$ cat config.mk
export PLATFORM = sky130hd
export DESIGN_NAME = spi_rect_sequencer
export DESIGN_NICKNAME = d
export VERILOG_FILES = /design/src/rtl/spi_rect_sequencer.sv
export SDC_FILE = /design/constraint.sdc
export NUM_CORES = 1
export LEC_CHECK = 0
export ABC_AREA = 1
export CAP_MARGIN = 20
export CORE_MARGIN = 3
export CORE_UTILIZATION = 40
export CTS_BUF_LIST = sky130_fd_sc_hd__clkbuf_4 sky130_fd_sc_hd__clkbuf_8 sky130_fd_sc_hd__clkbuf_16
export CTS_CLUSTER_DIAMETER = 120
export DETAILED_ROUTE_END_ITERATION = 6
export PLACE_DENSITY = 0.68
export SETUP_SLACK_MARGIN = 0.05
export SLEW_MARGIN = 20
export SYNTH_ARGS = -nofsm -noshare
export SYNTH_HDL_FRONTEND = slang
export SYNTH_SLANG_ARGS = --single-unit
$ cat constraint.sdc
create_clock -name i_clk -period 7.96 [get_ports i_clk]
set_input_delay 0.796 -clock i_clk [delete_from_list [all_inputs] [get_ports i_clk]]
set_output_delay 0.796 -clock i_clk [all_outputs]
set_load 0.05 [all_outputs]
$ cat src/rtl/spi_rect_sequencer.sv
// Rectangle-fill sequencer: turns one fill request into CASET/PASET/RAMWR + pixel bytes.
// Optional build macro RECT_CLIP_EN enables panel-range rejection and x1/y1 clamping.
module spi_rect_sequencer #(
  parameter int unsigned WIDTH  = 240,
  parameter int unsigned HEIGHT = 320,
  parameter int unsigned CW     = 9
) (
  input  logic          i_clk,
  input  logic          i_rst,
  input  logic          i_init_done,
  input  logic          i_req_valid,
  output logic          o_req_ready,
  input  logic [CW-1:0] i_x0,
  input  logic [CW-1:0] i_x1,
  input  logic [CW-1:0] i_y0,
  input  logic [CW-1:0] i_y1,
  input  logic [15:0]   i_color,
  output logic [7:0]    o_byte,
  output logic          o_byte_dc,
  output logic          o_byte_valid,
  input  logic          i_byte_ready,
  output logic          o_busy,
  output logic          o_done,
  output logic          o_err
);

`ifdef RECT_CLIP_EN
  localparam bit CLIP_EN = 1'b1;
`else
  localparam bit CLIP_EN = 1'b0;
`endif

  localparam int unsigned DW = CW + 1;
  localparam int unsigned NW = 17;
  localparam int unsigned PW = 2 * DW;
  localparam logic [CW-1:0] X_MAX = CW'(WIDTH - 1);
  localparam logic [CW-1:0] Y_MAX = CW'(HEIGHT - 1);
  localparam logic [7:0] CMD_CASET = 8'h2A;
  localparam logic [7:0] CMD_PASET = 8'h2B;
  localparam logic [7:0] CMD_RAMWR = 8'h2C;

  typedef enum logic [2:0] {
    IDLE, CHECK, CASET_C, CASET_D, PASET_C, PASET_D, RAMWR_C, PIXEL
  } state_t;

  state_t        state, nxt;
  logic [1:0]    idx, idx_n;
  logic          phase, phase_n;
  logic [NW-1:0] pix_cnt, cnt_n;
  logic [CW-1:0] x0_q, x1_q, y0_q, y1_q;
  logic [15:0]   color_q;

  logic          busy_n, done_n, err_n, valid_n, dc_n;
  logic [7:0]    byte_n;
  logic          accept, advance, oob, bad;
  logic [CW-1:0] x1_clamp, y1_clamp, x1_eff, y1_eff;
  logic [DW-1:0] w, h;

  // Zero-extend a coordinate to 16 bits and pick the requested byte.
  function automatic logic [7:0] coord_byte(input logic [CW-1:0] c, input logic hi);
    logic [15:0] e;
    e = 16'(c);
    return hi ? e[15:8] : e[7:0];
  endfunction

  assign o_req_ready = (state == IDLE) & i_init_done & ~i_rst;
  assign accept      = o_req_ready & i_req_valid;
  assign advance     = o_byte_valid & i_byte_ready;

  // Range check and clamping; with clipping disabled the raw corners pass through.
  always_comb begin
    x1_clamp = (32'(x1_q) > WIDTH - 1)  ? X_MAX : x1_q;
    y1_clamp = (32'(y1_q) > HEIGHT - 1) ? Y_MAX : y1_q;
    x1_eff   = CLIP_EN ? x1_clamp : x1_q;
    y1_eff   = CLIP_EN ? y1_clamp : y1_q;
    oob      = CLIP_EN & ((32'(x0_q) >= WIDTH) | (32'(y0_q) >= HEIGHT));
    bad      = oob | (x1_eff < x0_q) | (y1_eff < y0_q);
    w        = DW'(x1_eff) - DW'(x0_q) + DW'(1);
    h        = DW'(y1_eff) - DW'(y0_q) + DW'(1);
  end

  // Next-state logic; output bytes are derived from the next state so they can be registered.
  always_comb begin
    nxt     = state;
    idx_n   = idx;
    phase_n = phase;
    cnt_n   = pix_cnt;
    busy_n  = o_busy;
    done_n  = 1'b0;
    err_n   = 1'b0;
    valid_n = 1'b0;
    dc_n    = 1'b0;
    byte_n  = 8'h00;

    case (state)
      IDLE: begin
        if (accept) begin
          nxt    = CHECK;
          busy_n = 1'b1;
        end
      end
      CHECK: begin
        if (bad) begin
          nxt    = IDLE;
          err_n  = 1'b1;
          busy_n = 1'b0;
        end else begin
          nxt     = CASET_C;
          cnt_n   = NW'(PW'(w) * PW'(h));
          idx_n   = 2'd0;
          phase_n = 1'b0;
        end
      end
      CASET_C: if (advance) begin nxt = CASET_D; idx_n = 2'd0; end
      CASET_D: begin
        if (advance) begin
          if (idx == 2'd3) nxt = PASET_C;
          else             idx_n = idx + 2'd1;
        end
      end
      PASET_C: if (advance) begin nxt = PASET_D; idx_n = 2'd0; end
      PASET_D: begin
        if (advance) begin
          if (idx == 2'd3) nxt = RAMWR_C;
          else             idx_n = idx + 2'd1;
        end
      end
      RAMWR_C: if (advance) begin nxt = PIXEL; phase_n = 1'b0; end
      PIXEL: begin
        if (advance) begin
          phase_n = ~phase;
          if (phase) begin
            cnt_n = pix_cnt - NW'(1);
            if (pix_cnt == NW'(1)) begin
              nxt    = IDLE;
              done_n = 1'b1;
              busy_n = 1'b0;
            end
          end
        end
      end
      default: nxt = IDLE;
    endcase

    case (nxt)
      CASET_C: begin valid_n = 1'b1; byte_n = CMD_CASET; end
      CASET_D: begin
        valid_n = 1'b1;
        dc_n    = 1'b1;
        byte_n  = coord_byte(idx_n[1] ? x1_q : x0_q, ~idx_n[0]);
      end
      PASET_C: begin valid_n = 1'b1; byte_n = CMD_PASET; end
      PASET_D: begin
        valid_n = 1'b1;
        dc_n    = 1'b1;
        byte_n  = coord_byte(idx_n[1] ? y1_q : y0_q, ~idx_n[0]);
      end
      RAMWR_C: begin valid_n = 1'b1; byte_n = CMD_RAMWR; end
      PIXEL: begin
        valid_n = 1'b1;
        dc_n    = 1'b1;
        byte_n  = phase_n ? color_q[7:0] : color_q[15:8];
      end
      default: ;
    endcase
  end

  always_ff @(posedge i_clk) begin
    if (i_rst) begin
      state        <= IDLE;
      idx          <= 2'd0;
      phase        <= 1'b0;
      pix_cnt      <= '0;
      x0_q         <= '0;
      x1_q         <= '0;
      y0_q         <= '0;
      y1_q         <= '0;
      color_q      <= '0;
      o_byte       <= 8'h00;
      o_byte_dc    <= 1'b0;
      o_byte_valid <= 1'b0;
      o_busy       <= 1'b0;
      o_done       <= 1'b0;
      o_err        <= 1'b0;
    end else begin
      state        <= nxt;
      idx          <= idx_n;
      phase        <= phase_n;
      pix_cnt      <= cnt_n;
      o_byte       <= byte_n;
      o_byte_dc    <= dc_n;
      o_byte_valid <= valid_n;
      o_busy       <= busy_n;
      o_done       <= done_n;
      o_err        <= err_n;
      if (accept) begin
        x0_q    <= i_x0;
        x1_q    <= i_x1;
        y0_q    <= i_y0;
        y1_q    <= i_y1;
        color_q <= i_color;
      end
      // Clamped end corners replace the raw ones before any address byte goes out.
      if (state == CHECK) begin
        x1_q <= x1_eff;
        y1_q <= y1_eff;
      end
    end
  end

endmodule
---- Word level (Yosys, flattened, before mapping) ----
Cells that the tools add are included.
storage, ports and cells
  logic and storage cells ................. 109
  bits in latches ......................... 0
  input bits .............................. 57
  memories kept ........................... 0
  output and inout port bits .............. 14
  bits in registers ....................... 88
  memory bits (read-only) ................. 0
  RAM bits ................................ 0
cells by class
  muxes and demuxes ....................... 42
  reduce and logical (&&, ||, !) cells .... 12
  multipliers ............................. 1
  order comparisons ....................... 2
  shift-type cells ........................ 0
  bitwise gates (word level) .............. 10
  div/mod/pow operators ................... 0
  add/sub/neg operators ................... 6
  eq/ne operators ......................... 21
operator list
  operator               count
  $mux 17                3
  $pmux 8 s6             1
  $pmux 17 s2            1
  $mux 3                 11
  $eq 3x3->1 const B     8
  $mux 8                 3
  $pmux 3 s8             1
  $add 10x1->10 const B  2
  $sub 9x9->10           2
  $lt 9x9->1             2
  $mux 9                 2
  $eq 17x1->1 const B    1
  $mul 10x10->17         1
  $sub 17x1->17 const B  1
  $eq 3x2->1 const B     4
  $mux 1                 12
  $ne 2x2->1 const B     6
  $mux 2                 5
  $pmux 1 s3             2
  $pmux 2 s3             1
  $reduce_and 6->1       1
  $reduce_or 2->1        3
  $reduce_or 6->1        1
  $not 1->1              5
  other kinds (12)       15

---- Depth between registers and ports, before layout ----
Gate-level depths: netlist of run 1.
  depth after elaboration ................. 9
  gate-level depth with buffers ........... 37

---- Least setup slack after synthesis of run 1 ----
OpenSTA, ideal clock, no wires.
  path kind ............................... register to register
  from .................................... reg x0_q[1]
  to ...................................... reg pix_cnt[12]
  path buffers ............................ 0
  data arrival time ....................... 6005 ps
  required time ........................... 7827 ps
  slack ................................... 1821 ps
  setup time .............................. 133 ps
  stages on the path, launching flop included .. 34
  cells stage by stage .................... dfxtp_1 > inv_1 > ha_1 > inv_1 > ha_1 > inv_1 > fa_1 > inv_1 > nand2_1 > nand2_1 > and2_1 > xor2_1 > nand2_1 > fa_1 > inv_1 > fa_1 > inv_1 > fa_1 > inv_1 > fa_1 > inv_1 > fa_1 > inv_1 > ha_1 > nand3_1 > nand2_1 > a21oi_1 > nor2_1 > o21ai_0 > nand2_1 > nand2_1 > inv_1 > o21ai_0 > a31oi_1
between the ends
  cells in the longest elaborated chain, start to end .. 5
  elaborated cells on any way between the ends .. 9
ends and longest elaborated chain
  item                      RTL line  source
  start: declaration        50        logic [CW-1:0] x0_q, x1_q, y0_q, y1_q;
  start signal: assignment  197       x0_q <= i_x0;
  $sub 9x9->10              78        w = DW'(x1_eff) - DW'(x0_q) + DW'(1);
  $add 10x1->10             78
  $mul 10x10->17            109       cnt_n = NW'(PW'(w) * PW'(h));
  $mux 17                   103       if (bad) begin
  $pmux 17 s2               95        case (state)
  end signal: assignment    189       pix_cnt <= cnt_n;
  end: declaration          49        logic [NW-1:0] pix_cnt, cnt_n;
Several ways; a longest one is shown, not always the timed one. The select of a mux whose other input is x is not followed.
A chain may end at the register's enable or synchronous reset.

---- Worst setup path after layout of run 1 ----
  from .................................... reg x0_q[1]
  to ...................................... reg pix_cnt[16]
Same word-level chain as after synthesis.

==> impl_metrics.py, run 1 <==
metrics = {
    "worst_setup_path": {
        "cpMostUsedCell": "inv_1",
        "critPathCaptureType": "register",
        "max_stage_delay_ps": 560,
        "crit_fanout": 6,
        "crit_arrival_ps": 6990,
        "cp-start-kind": "register",
        "cp_slowest_cell": "fa_1",
        "worstSetupPathType": "reg -> reg",
        "cp.required_ps": 8250,
        "r2r_slack_ps": 1260,
    },
    "clock_network": {
        "clk_pin_slew_ps": 70,
        "htreeDepth": 3,
        "clockBufferDepth": 2,
        "cts_buffers": 9,
        "clk_latency_ps": 350,
        "ctsResizeCount": 0,
        "clock_sinks": 88,
        "hold_buffers": 0,
        "cts_setup_buffers": 0,
        "cts-root-buf": "clkbuf_16",
        "cts_tree": "built",
    },
    "placement": {
        "place_inst": 1531,
        "hpwl_um": 17400,
        "pre_cts_slack_ps": 1260,
        "port_buffers": 70,
        "routabilityCongestion": 0.922,
    },
    "sta": {
        "tightest_slew_ps": 782,
        "hold_viol": 0,
        "max_freq_ghz": 0.149,
        "finalMaxSlewViolations": 0,
        "worst_slack_ps": 1260,
        "slew_headroom": 0.479,
        "skew_ps": 7.85,
        "finalSetupViolCount": 0,
        "fin_crit_ps": 6700,
        "period_share": 0.841,
        "rsz0062_at_grt": "no",
        "tns_ps": 0,
    },
    "layout": {
        "nets": 1474,
        "synthToLayoutAreaGrowth_pct": 14.1,
        "n_fill_cell": 2138,
        "drive_gt1_frac": 0.0448,
        "final_core_util": 0.466,
        "fin_cells": 1547,
        "diodes": 0,
    },
    "detailed_routing": {
        "final_antenna_net_count": 0,
        "drt_iter0_drc": 348,
        "wl_um": 21600,
        "drcViolationCount": 0,
        "drtPass1Iterations": 5,
        "via_per_inst": 4.96,
        "vias": 7673,
        "avgRoutedWirePerCell_um": 14.0,
    },
    "synth": {
        "synth.area.top_cells": "dfxtp_1, fa_1, ha_1, nand2_1, inv_1",
        "synth.top_cell.area_share": 0.205,
        "synthDistinctLibCells": 48,
        "synth-seq-area-share": 0.205,
        "yosysWarnings": 0,
        "syn_area_um2": 8610,
        "avgSynthCellArea_um2": 7.08,
        "yosysTopAreaCell": "dfxtp_1",
        "netlist_instances": 1215,
        "synth_top_cells_by_count": "nand2_1, inv_1, nor2_1",
        "synth_flop_cell": "dfxtp_1",
        "syn-num-nets": 1422,
        "ys_ff_latch": 88,
        "synth_edf_count": 0,
        "synth_most_common_cell": "nand2_1",
        "synthArstFlopShare": 0,
    },
    "grt": {
        "grt_max_degree": 91,
        "grt_overflow_total": 0,
        "first_global_vias": 7331,
        "grt_usage": 0.185,
        "antenna_found_initial": 0,
        "grt_first_pass_wirelength_um": 36000,
    },
    "floorplan": {
        "die_x_um": 153,
        "core_um2": 21100,
        "io_pins": 71,
        "dieArea_um2": 23300,
        "placementRows": 53,
        "die_y_um": 153,
        "initial_core_util": 0.408,
    },
    "run_status": {
        "status": "completed",
    },
    "job": {
        "drv_cap": 0,
    },
    "min_path": {
        "hold_class": "reg -> reg",
    },
}
==> sequential cells by signal (all words and copies together), names as in the netlist <==
register	cells
x0_q	9
y1_eff	9
x1_eff	9
idx	2
pix_cnt	17
state	3
y0_q	9
o_err	1
o_busy	1
o_byte_valid	1
o_done	1
o_byte	8
color_q	16
phase	1
o_byte_dc	1
==> worst max-delay path, delay by kind of cell, from the launching register on <==
| kind | cells | cell delay, ps |
|---|---|---|
| AND/OR/NAND/NOR | 11 | 930 |
| buffers and inverters | 10 | 600 |
| flip-flops | 1 | 340 |
| XOR/XNOR | 1 | 460 |
| AO/OA/AOI/OAI | 3 | 480 |
| adder cells (fa/ha/maj) | 9 | 3820 |
==> per-layer routing <==
metal  global-route usage  vias to the layer above  share of wire
li1                     -                     3954              -
met1                0.252                     3531           0.47
met2                0.314                      169           0.48
met3               0.0256                       19          0.040
met4               0.0450                        0          0.013
met5                    0                        -              0
==> cells in the final DEF (no fill, tap or decap), types with 4 or more instances in the layout <==
cell type,Yosys,routed
nand2_1,258,258
inv_1,216,216
nor2_1,110,110
dfxtp_1,88,88
a21oi_1,83,83
ha_1,82,82
o21ai_0,76,76
nand3_1,70,70
clkdlybuf4s50_1,0,70
fa_1,68,68
a31oi_1,14,14
xor2_1,14,14
nor3_1,12,12
inv_2,9,9
clkbuf_16,0,9
nand4_1,7,7
o211ai_1,7,7
nand2_2,6,6
xnor2_1,6,6
o21ai_1,6,6
o21ai_2,6,6
a21o_1,4,4
a211oi_1,4,4
==> area by class of cell <==
| type | instances | area [um2] | area share |
|---|---|---|---|
| Multi-Input combinational cell | 868 | 5820 | 0.593 |
| Sequential cell | 88 | 1760 | 0.179 |
| Tap cell | 275 | 344 | 0.0350 |
| Clock inverter | 6 | 75.1 | 0.00764 |
| Timing Repair Buffer | 73 | 723 | 0.0736 |
| Clock buffer | 10 | 239 | 0.0243 |
| Inverter | 227 | 855 | 0.0870 |
==> through the flow <==
step                      hold slack (ps)  cell area (um2)
after floorplan                       425             8610
after global placement                443             9510
after detailed placement              449             9510
after CTS                             458             9820
after global routing                  481             9820
final                                 458             9820
==> kinds of logic after synthesis <==
kind of cell / after synthesis / share of synthesized area
AND/OR/NAND/NOR: 483 / 0.238
buffers and inverters: 259 / 0.119
AO/OA/AOI/OAI: 215 / 0.141
adder cells (fa/ha/maj): 150 / 0.277
flip-flops: 88 / 0.205
XOR/XNOR: 20 / 0.0204
==> path summary, 6_finish.rpt <==
check              start           to  depth (start not counted)
max reg2reg      x0_q[1]  pix_cnt[16]                         34
min reg2reg  color_q[12]  color_q[12]                          2
max              x0_q[1]  pix_cnt[16]                         34
min          color_q[12]  color_q[12]                          2
Power of run 1 is left out: the tool's default activity adds up to more than one toggle a clock period on the data nets, which glitch-free logic cannot reach.
==> run 2, diff against run 1 <==
- PLACE_DENSITY: 0.68 -> 0.7
- clock period: 7.96 -> 5.5 ns (I/O delays scaled with it)
==> impl_metrics.py, run 2 (synthesis gave the netlist of run 1 again) <==
metrics = {
    "sta": {
        "skew_ps": 12.7,
        "rsz0062_at_grt": "yes",
        "fin_crit_ps": 5920,
        "finalMaxSlewViolations": 0,
        "slew_headroom": 0.439,
        "hold_viol": 0,
        "max_freq_ghz": 0.169,
        "period_share": 1.08,
        "worst_slack_ps": -425,
        "finalSetupViolCount": 10,
        "tightest_slew_ps": 840,
    },
    "floorplan": {
        "io_pins": 71,
        "dieArea_um2": 23300,
        "placementRows": 53,
        "die_y_um": 153,
        "core_um2": 21100,
        "die_x_um": 153,
        "initial_core_util": 0.408,
    },
    "layout": {
        "regMostFlops": "pix_cnt",
        "fin_area_um2": 11700,
        "diodes": 0,
        "largest_register_ffs": 17,
        "biggestRegsByFlops": "pix_cnt: 17 flops, color_q: 16 flops",
        "final_common_cell": "nand2_1",
        "nets": 1634,
        "final_cell_mix": "nand2_1, inv_1, buf_4",
        "synthToLayoutAreaGrowth_pct": 36.2,
        "drive_gt1_frac": 0.253,
        "n_fill_cell": 1977,
    },
    "clock_network": {
        "clk_pin_slew_ps": 80,
        "cts_buffers": 9,
        "clk_latency_ps": 350,
        "cts_tree": "built",
        "htreeDepth": 3,
        "clock_sinks": 88,
        "cts-root-buf": "clkbuf_16",
        "clockBufferDepth": 2,
        "hold_buffers": 0,
    },
    "min_path": {
        "hold_class": "reg -> reg",
    },
    "grt": {
        "grtUsageMet1": 0.261,
        "grt_first_pass_wirelength_um": 40500,
        "antenna_found_initial": 0,
        "grt_max_degree": 91,
        "grt_overflow_total": 0,
        "grt_usage": 0.207,
        "grt-busiest-layer": "met2",
        "grtUsageMet2": 0.378,
        "grtUsageMet3": 0.0210,
        "first_global_vias": 8618,
    },
    "worst_setup_path": {
        "cp-start-kind": "register",
        "crit_arrival_ps": 6120,
        "cp.required_ps": 5690,
        "worstSetupPathType": "reg -> reg",
        "crit_fanout": 4,
        "critPathCaptureType": "register",
    },
    "detailed_routing": {
        "vias": 8501,
        "avgRoutedWirePerCell_um": 14.3,
        "drt_iter0_drc": 425,
        "via_per_inst": 4.98,
        "wl_um": 24500,
        "final_antenna_net_count": 0,
        "drcViolationCount": 1,
        "drtPass1Iterations": 7,
    },
    "placement": {
        "routabilityCongestion": 0.916,
        "hpwl_um": 19000,
        "port_buffers": 70,
        "place_area_um2": 10800,
    },
    "run_status": {
        "status": "finished, violations left",
        "failed_checks": "DRC, setup timing",
    },
    "job": {
        "drv_cap": 0,
    },
}
==> run 2: cell type report <==
type | instances | area [um2] | area share
inverters | 227 | 857 | 0.0731
flip-flops and latches | 88 | 1770 | 0.151
well taps | 275 | 344 | 0.0293
clock buffers | 10 | 233 | 0.0198
clock inverters | 6 | 52.6 | 0.00448
repair buffers | 233 | 1950 | 0.166
multi-input cells | 868 | 6520 | 0.556
==> run 2: worst paths after layout <==
kind	start	endpoint	slack [ps]	cells after the start
setup / recovery	y0_q[3]	pix_cnt[14]	-420	25
hold / removal	color_q[8]	color_q[8]	460	2
setup reg to reg	y0_q[3]	pix_cnt[14]	-420	25
hold reg to reg	color_q[8]	color_q[8]	460	2
==> run 2: critical path: stages (launching register included) <==
cell and delay (ps):
dfxtp_1 310, inv_2 50, ha_2 160, inv_1 50
fa_1 530, nor2_1 210, a21o_1 190, xor2_2 210
inv_2 70, buf_4 130, buf_4 130, nor2_1 140
fa_1 430, fa_1 480, fa_1 520, fa_1 490
ha_1 350, ha_4 300, nand2_1 100, nor2_4 130
nand3_2 110, o2111ai_4 100, xor2_1 200, nor2_1 70
a211oi_1 210, a211oi_1 70
==> run 2: through the flow <==
stage	std cells	hold WS, ps	setup slack (ps)	setup TNS (ps)	util
5_1_grt	1707	483	-749	-6090	0.556
4_1_cts	1699	457	-320	-2080	0.541
3_5_place_dp	1672	447	-398	-2800	0.513
6_report	1707	457	-425	-2820	0.556
2_1_floorplan	1215	425	-138	-232	-
3_3_place_gp	1672	437	-289	-1880	0.513
==> run 2: metal layers <==
layer  share of wire  vias up  wire (um)
li1                -     4278          -
met1            0.44     3999      10800
met2            0.51      192      12500
met3           0.030       32        733
met4           0.019        0        476
met5               0        -          0
==> run 2: what timing repair did <==
action,4_1_cts,5_1_grt
pin swaps,46,59
setup endpoints to repair,11,11
buffers inserted,11,8
gates resized for setup,50,67
Power of run 2 is left out for the same reason.
==> run 3, diff against run 2 <==
- clock period: 5.5 -> 4.8 ns (I/O delays scaled with it)
==> impl_metrics.py, run 3 (synthesis gave the netlist of run 1 again) <==
metrics = {
    "run_status": {
        "status": "finished, violations left",
        "failed_checks": "setup timing",
    },
    "detailed_routing": {
        "drt_iter0_drc": 495,
        "via_per_inst": 4.97,
        "avgRoutedWirePerCell_um": 14.2,
        "wl_um": 24500,
        "vias": 8581,
        "drtPass1Iterations": 5,
        "drcViolationCount": 0,
        "final_antenna_net_count": 0,
    },
    "worst_setup_path": {
        "cp.required_ps": 5010,
        "crit_fanout": 5,
        "worstReg2RegStart": "y0_q[5]",
        "worstSetupPathType": "reg -> reg",
        "cpMostUsedCell": "nand2_1",
        "reg2reg_depth": 31,
        "cp_slowest_cell": "fa_2",
        "crit_cells": 31,
        "crit_path_start": "y0_q[5]",
        "crit_family": "adder cells",
        "crit_buf_inv": 7,
        "max_stage_delay_ps": 580,
        "critPathCaptureType": "register",
        "crit_arrival_ps": 6120,
        "cp-start-kind": "register",
    },
    "layout": {
        "multiInputGateArea_um2": 6510,
        "diodes": 0,
        "drive_gt1_frac": 0.257,
        "final_cell_mix": "nand2_1, inv_1, buf_4",
        "synthToLayoutAreaGrowth_pct": 37.9,
        "final_common_cell": "nand2_1",
        "final_core_util": 0.563,
        "biggestRegsByFlops": "pix_cnt: 17 flops, color_q: 16 flops",
        "largest_register_ffs": 17,
        "regArea_um2": 1770,
        "n_fill_cell": 1943,
        "regMostFlops": "pix_cnt",
        "nets": 1652,
    },
    "floorplan": {
        "dieArea_um2": 23300,
        "placementRows": 53,
        "io_pins": 71,
        "die_y_um": 153,
        "initial_core_util": 0.408,
        "die_x_um": 153,
        "core_um2": 21100,
    },
    "clock_network": {
        "hold_buffers": 0,
        "cts_tree": "built",
        "clock_sinks": 88,
        "clockBufferDepth": 2,
        "cts-root-buf": "clkbuf_16",
        "clk_pin_slew_ps": 70,
        "htreeDepth": 3,
        "clk_latency_ps": 350,
        "cts_buffers": 9,
    },
    "job": {
        "drv_cap": 0,
    },
    "grt": {
        "grt_overflow_total": 0,
        "grt-busiest-layer": "met2",
        "grt_usage": 0.204,
        "grtUsageMet3": 0.0287,
        "antenna_found_initial": 0,
        "first_global_vias": 8284,
        "grtUsageMet1": 0.262,
        "grt_first_pass_wirelength_um": 39100,
        "grtUsageMet2": 0.354,
        "grt_max_degree": 71,
    },
    "sta": {
        "tns_ps": -10640,
        "finalSetupViolCount": 12,
        "worst_slack_ps": -1120,
        "max_freq_ghz": 0.169,
        "finalMaxSlewViolations": 0,
        "hold_viol": 0,
        "tightest_slew_ps": 786,
        "period_share": 1.23,
        "skew_ps": 8.89,
        "rsz0062_at_grt": "yes",
        "slew_headroom": 0.470,
        "fin_crit_ps": 5920,
    },
    "min_path": {
        "hold_path_depth": 2,
        "hold_start": "color_q[5]",
        "hold_class": "reg -> reg",
    },
    "placement": {
        "port_buffers": 70,
        "pre_cts_slack_ps": -1130,
        "routabilityCongestion": 0.963,
        "hpwl_um": 19300,
    },
}
[run 3: worst register-to-register path, delay by kind of cell, from the launching register on]
kind                     cells  cell delay [ps]
AND/OR/NAND/NOR             10              800
AO/OA/AOI/OAI                6              860
flip-flops                   1              320
buffers and inverters        7              340
adder cells (fa/ha/maj)      8             3440
[run 3: layout make-up]
cell class | count | area share
clock buffer | 9 | 0.0190
multi-input combinational | 868 | 0.549
clock inverter | 7 | 0.00612
timing repair buffer | 251 | 0.175
sequential | 88 | 0.150
tap | 275 | 0.0290
inverter | 227 | 0.0726
[run 3: timing repair]
| action | CTS | global route |
|---|---|---|
| endpoints found under the hold margin | 0 | 0 |
| resized for setup | 42 | 58 |
| endpoints found under the setup margin | 13 | 13 |
| pin swaps | 48 | 31 |
| buffers inserted | 10 | 10 |
[run 3: final timing paths]
| path | end | slack [ps] |
|---|---|---|
| max | pix_cnt[12] | -1120 |
| min | color_q[5] | 450 |
| max reg2reg | pix_cnt[12] | -1120 |
| min reg2reg | color_q[5] | 450 |
[run 3: per-stage QoR]
| step | hold slack (ps) | cells | instance area, um2 |
|---|---|---|---|
| after CTS | 452 | 1716 | 11500 |
| after detailed placement | 441 | 1691 | 11000 |
| final | 450 | 1725 | 11900 |
| after global placement | 438 | 1691 | 11000 |
| after global routing | 481 | 1725 | 11900 |
| after floorplan | 425 | 1215 | 8900 |
[run 3: per-layer routing]
layer  share of wire  vias to the layer above
met5               0                        -
met4           0.032                        0
met3           0.047                       49
met2            0.49                      230
met1            0.43                     3981
li1                -                     4321
Power of run 3 is left out for the same reason.
